==> config.mk <==
export PLATFORM = sky130hd
export DESIGN_NAME = vend_buyer
export DESIGN_NICKNAME = d
export VERILOG_FILES = /design/src/rtl/vend_buyer.sv
export SDC_FILE = /design/constraint.sdc
export NUM_CORES = 1
export LEC_CHECK = 0
export BUFFER_PORTS_ARGS = -buffer_cell sky130_fd_sc_hd__buf_2
export CORE_ASPECT_RATIO = 1.2
export CORE_MARGIN = 4
export CORE_UTILIZATION = 45
export CTS_BUF_LIST = sky130_fd_sc_hd__clkbuf_8 sky130_fd_sc_hd__clkbuf_16
export DETAILED_ROUTE_END_ITERATION = 10
export HOLD_SLACK_MARGIN = 0.02
export PLACE_DENSITY_LB_ADDON = 0.05
export SLEW_MARGIN = 20
export SYNTH_ARGS = -nofsm -noshare
export SYNTH_HDL_FRONTEND = slang
export SYNTH_SLANG_ARGS = --single-unit
export TNS_END_PERCENT = 50
==> constraint.sdc <==
create_clock -name clk -period 4.22 [get_ports clk]
set_clock_uncertainty 0.2 [all_clocks]
set_input_delay 0.633 -clock clk [delete_from_list [all_inputs] [get_ports clk]]
set_output_delay 0.633 -clock clk [all_outputs]
set_load 0.02 [all_outputs]
==> src/rtl/vend_buyer.sv <==
// Buyer-side controller for a 30-cent can vender: inserts coins from a latched wallet
// one pulse at a time, waits for the can, then tallies the returned change.
module vend_buyer (
  input  logic       clk,
  input  logic       reset,
  input  logic       start,
  input  logic [3:0] n_cnt,
  input  logic [3:0] d_cnt,
  input  logic [3:0] q_cnt,
  input  logic       DC,
  input  logic       DN,
  input  logic       DD,
  output logic       N,
  output logic       D,
  output logic       Q,
  output logic       busy,
  output logic       done,
  output logic       error,
  output logic [5:0] spent,
  output logic [5:0] change
);

  typedef enum logic [2:0] {IDLE, INSERT, GAP, WAIT_DC, WAIT_CHG, DONE, ERR} state_t;
  typedef enum logic [1:0] {C_N, C_D, C_Q} coin_t;

  state_t     state;
  coin_t      pick;
  logic [3:0] n_w, d_w, q_w;
  logic [9:0] wval;
  logic [2:0] tmo;
  logic [5:0] need;
  logic [6:0] ret_add, chg_next, exp_chg;

  always_comb begin
    need     = 6'd30 - spent;
    pick     = C_Q;
    if (need >= 6'd25 && q_w != '0)      pick = C_Q;
    else if (need >= 6'd10 && d_w != '0) pick = C_D;
    else if (n_w != '0)                  pick = C_N;
    else if (d_w != '0)                  pick = C_D;
    ret_add  = (DN ? 7'd5 : 7'd0) + (DD ? 7'd10 : 7'd0);
    chg_next = {1'b0, change} + ret_add;
    exp_chg  = {1'b0, spent} - 7'd30;
  end

  always_ff @(posedge clk or negedge reset) begin
    if (!reset) begin
      state  <= IDLE;
      N      <= 1'b0;
      D      <= 1'b0;
      Q      <= 1'b0;
      busy   <= 1'b0;
      done   <= 1'b0;
      error  <= 1'b0;
      spent  <= '0;
      change <= '0;
      n_w    <= '0;
      d_w    <= '0;
      q_w    <= '0;
      wval   <= '0;
      tmo    <= '0;
    end else begin
      N <= 1'b0;
      D <= 1'b0;
      Q <= 1'b0;
      case (state)
        IDLE, DONE, ERR: begin
          if (start) begin
            n_w    <= n_cnt;
            d_w    <= d_cnt;
            q_w    <= q_cnt;
            wval   <= 10'(n_cnt) * 10'd5 + 10'(d_cnt) * 10'd10 + 10'(q_cnt) * 10'd25;
            spent  <= '0;
            change <= '0;
            done   <= 1'b0;
            error  <= 1'b0;
            busy   <= 1'b1;
            tmo    <= '0;
            state  <= INSERT;
          end
        end
        INSERT: begin
          // First INSERT cycle (spent still 0) doubles as the affordability check
          // on the registered wallet value, so a short wallet never pulses a coin.
          if (spent == '0 && wval < 10'd30) begin
            error <= 1'b1;
            busy  <= 1'b0;
            state <= ERR;
          end else begin
            case (pick)
              C_Q: begin Q <= 1'b1; q_w <= q_w - 4'd1; spent <= spent + 6'd25; end
              C_D: begin D <= 1'b1; d_w <= d_w - 4'd1; spent <= spent + 6'd10; end
              default: begin N <= 1'b1; n_w <= n_w - 4'd1; spent <= spent + 6'd5; end
            endcase
            state <= GAP;
          end
        end
        GAP: begin
          if (spent < 6'd30) state <= INSERT;
          else begin
            tmo   <= '0;
            state <= WAIT_DC;
          end
        end
        WAIT_DC: begin
          change <= chg_next[5:0];
          if (DC) begin
            tmo <= '0;
            if (spent == 6'd30) begin
              done  <= 1'b1;
              busy  <= 1'b0;
              state <= DONE;
            end else state <= WAIT_CHG;
          end else if (tmo == 3'd3) begin
            error <= 1'b1;
            busy  <= 1'b0;
            state <= ERR;
          end else tmo <= tmo + 3'd1;
        end
        WAIT_CHG: begin
          change <= chg_next[5:0];
          if (chg_next == exp_chg) begin
            done  <= 1'b1;
            busy  <= 1'b0;
            state <= DONE;
          end else if (chg_next > exp_chg || (ret_add == '0 && tmo == 3'd5)) begin
            error <= 1'b1;
            busy  <= 1'b0;
            state <= ERR;
          end else if (ret_add == '0) tmo <= tmo + 3'd1;
          else tmo <= '0;
        end
        default: state <= IDLE;
      endcase
    end
  end

endmodule

==> run_results.csv <==
group,metric,value,unit
route,drc_errors,0,
route,via_count,3507,
yosys,syn_area,4240,um^2
grt,grt_max_degree,46,
yosys,synth_cell_types,58,
setup_path,cp.depth,14,
sta,final.min_clock_period,4.06,ns
yosys,synthCells,477,
route,drt_iter0_drc,90,
route,first_pass_iters,4,
yosys,synth-edff-count,0,
yosys,synthArstFlopShare,100,%
setup_path,r2r-end,"spent[5]$_DFFE_PN0P_",
power_and_ir_drop,power.switching,1.54,mW
route,routedWlPerCell,15.3,um
sta,setup_viol,0,
power_and_ir_drop,p_int,1.73,mW
clock_tree,root_buffer,"clkbuf_8",
route,via_per_inst,5.45,
route,final_antenna_net_count,0,
placement,gp_congestion,0.817,
setup_path,endpoint,"wval[9]$_DFFE_PN0P_",
die,dieWidth,96.6,um
power_and_ir_drop,p_leak,2.32,nW
grt,grt_pass1_wl,16.5,mm
yosys,synth.yosys.seq_area_share,26.6,%
layout,n_fill_cell,922,
setup_path,path_delay_family,"adder cells",
run_status,outcome,"complete, no violations",
die,die_h,114,um
sta,hold_ws,0.124,ns
sta,fmax,246,MHz
sta,maxSlewViolCount,0,
clock_tree,clk_pin_slew,0.09,ns
power_and_ir_drop,share_comb_of_total_power,63.9,%
placement,dp_slack,-0.302,ns
die,die-area,11000,um^2
die,rows,38,
setup_path,worst_setup_path_start_kind,"input pin",
yosys,avgSynthCellArea,8.88,um^2
placement,placed_cells,635,
power_and_ir_drop,pwr-share-clk,10.8,%
layout,synthToLayoutAreaGrowth,12.8,%
setup_path,worst_path_max_delay_cell,"fa_1",
layout,antenna_cells,0,
clock_tree,cts_buffers,5,
setup_path,rrSetupSlack,0.44,ns
sta,period_share,96.2,%
grt,grt_pass1_vias,3478,
grt,overflow,0,
grt,antenna_found_initial,0,
clock_tree,cts_sinks,45,
setup_path,endpoint_kind,"flop",
die,core,9130,um^2
setup_path,crit_buf_inv,1,
yosys,synthTopCellsByCount,"ha_1, dfrtp_1, nand2_1",
sta,final_hold_viol_count,0,
min_path,min_path_type,"in -> async",
clock_tree,clockBufferDepth,2,
setup_path,path_cells,"buf_2, ha_4, ha_4, fa_1, ha_1, fa_1, fa_1, ha_4, o21ai_2, nor2_1, or4_1, a31oi_1, xor2_1, o21ai_1",
yosys,yosys_warnings,0,
route,postRouteWirelength,9.84,mm
placement,hpwl,7.68,mm
setup_path,startpoint,"d_cnt[1]",
setup_path,r2r_cells,17,
yosys,ys_dominant_reg_cell,"dfrtp_1",
yosys,yosysMostFrequentCell,"ha_1",
die,start_util,46.4,%
setup_path,cp.arrival,4.05,ns
power_and_ir_drop,power_density,683,nW/um^2
power_and_ir_drop,ir_drop,0.000240,V
layout,layout.nets,615,
sta,worstMarginPinSlew,0.843,ns
power_and_ir_drop,swShare,47.1,%
die,io_pins,36,
setup_path,cp_max_fo,2,
clock_tree,cts_setup_buffers,0,
grt,grt.total_usage,19.2,%
clock_tree,clock_latency,0.31,ns
yosys,synthTopCellsByArea,"dfrtp_1, ha_1, fa_1, o21ai_0, nand2_1",
layout,drive_above_1_share,18.0,%
placement,portBuffers,35,
yosys,synth.top_cell.area_share,26.6,%
sta,fin_ws,0.159,ns
clock_tree,cts_tree,"built",
setup_path,critPathKind,"in -> reg",
power_and_ir_drop,seq_power_share,25.3,%
setup_path,crit_path_max_incr_delay,0.54,ns
clock_tree,htree_levels,2,
setup_path,rr_startpoint,"spent[1]$_DFFE_PN0P_",
yosys,yosysTopAreaCell,"dfrtp_1",
yosys,synth_nets,570,
sta,relSlewSlack,43.5,%
sta,grt_setup_unrepaired,"no",
layout,fin_cells,643,
job,maxCapViolations,0,
yosys,synth-seq-cells,45,
setup_path,worstPathRequired,4.21,ns
==> worst reg2reg max path, delay by kind of cell, from the launching register on <==
family                     cells  cell delay [ns]
adders and majority gates      4             1.06
xor gates and xnor gates       1             0.14
buffers and inverters          2             0.36
DFF                            1             0.58
and+or+nand+nor                4             0.35
AOI/OAI and AO/OA              6             0.94
==> how the worst min path moves through the flow <==
stage	endpoint	cells past startpoint	slack, ns	from
5_1_grt	spent[3]$_DFFE_PN0P_	1	0.17	reset
3_5_place_dp	wval[6]$_DFFE_PN0P_	2	0.27	wval[6]$_DFFE_PN0P_
3_3_place_gp	wval[3]$_DFFE_PN0P_	2	0.26	wval[3]$_DFFE_PN0P_
2_1_floorplan	D$_DFF_PN0_	0	0.14	reset
6_report	error$_DFFE_PN0P_	1	0.12	reset
4_1_cts	wval[6]$_DFFE_PN0P_	2	0.29	wval[6]$_DFFE_PN0P_
==> power by group through the flow <==
stage / registers [mW] / clock network (mW) / logic (mW)
6_report: 0.825 / 0.353 / 2.09
5_1_grt: 0.861 / 0.383 / 2.40
4_1_cts: 0.827 / 0.366 / 2.10
3_5_place_dp: 0.837 / 0 / 2.09
3_3_place_gp: 0.830 / 0 / 2.05
2_1_floorplan: 0.824 / 0 / 1.58
==> through the flow <==
step | cell area (um^2) | total power, mW | TNS [ns] | util (%)
floorplan | 4250 | 2.40 | -0.0262 | -
global placement | 4630 | 2.88 | -0.259 | 50.7
detailed placement | 4630 | 2.93 | -0.378 | 50.7
CTS | 4750 | 3.30 | 0 | 52.1
global route | 4780 | 3.65 | 0 | 52.4
finish | 4780 | 3.27 | 0 | 52.4
==> cell families after synthesis <==
kind of cell / after synthesis / synth area share, %
AO/OA/AOI/OAI: 121 / 18.0
XOR/XNOR: 21 / 4.34
adder cells (fa/ha/maj): 76 / 24.7
buffers and inverters: 57 / 6.17
flip-flops: 45 / 26.6
multiplexers: 7 / 1.80
AND/OR/NAND/NOR: 150 / 18.5
==> timing repair <==
| item | CTS | global route |
|---|---|---|
| resized for setup | 0 | 5 |
| endpoints found under the hold margin | 0 | 0 |
| hold buffers | 0 | 0 |
| setup endpoints to repair | 0 | 1 |
==> cell type report <==
cell class	instances	area, um^2	area share, %
inverters	37	139	2.90
clock inverters	2	37.5	0.785
well taps	120	150	3.14
multi-input cells	375	2900	60.6
flip-flops and latches	45	1130	23.6
repair buffers	58	350	7.33
clock buffers	6	82.6	1.73
==> cells in the final DEF (no fill, tap or decap), drive strengths merged, types with 5 or more instances in the layout <==
cell type / n
ha: 62
buf: 58
dfrtp: 45
nand2: 44
o21ai: 42
inv: 37
a21oi: 34
nor2: 29
nand2b: 21
nand3: 14
fa: 13
xor2: 11
xnor2: 10
a211oi: 10
nor2b: 9
nor3: 9
clkbuf: 6
a21o: 5
nor3b: 5
mux2: 5
and2: 5
==> state kept, by name (all words and copies together), names as in the netlist, 3 cells and up <==
signal and flops:
change 6, d_w 4, n_w 4, q_w 4
spent 6, state 3, tmo 3, wval 9
==> metal layers <==
layer	wire length (um)	part of all wire [%]	vias to the layer above	global-route usage (%)
met2	5260	53	46	35.3
li1	-	-	1763	-
met3	288	2.9	15	2.83
met4	205	2.1	0	5.99
met1	4090	42	1683	22.5
met5	0	0	-	0
No activity file was read; power rests on OpenSTA's default activity.
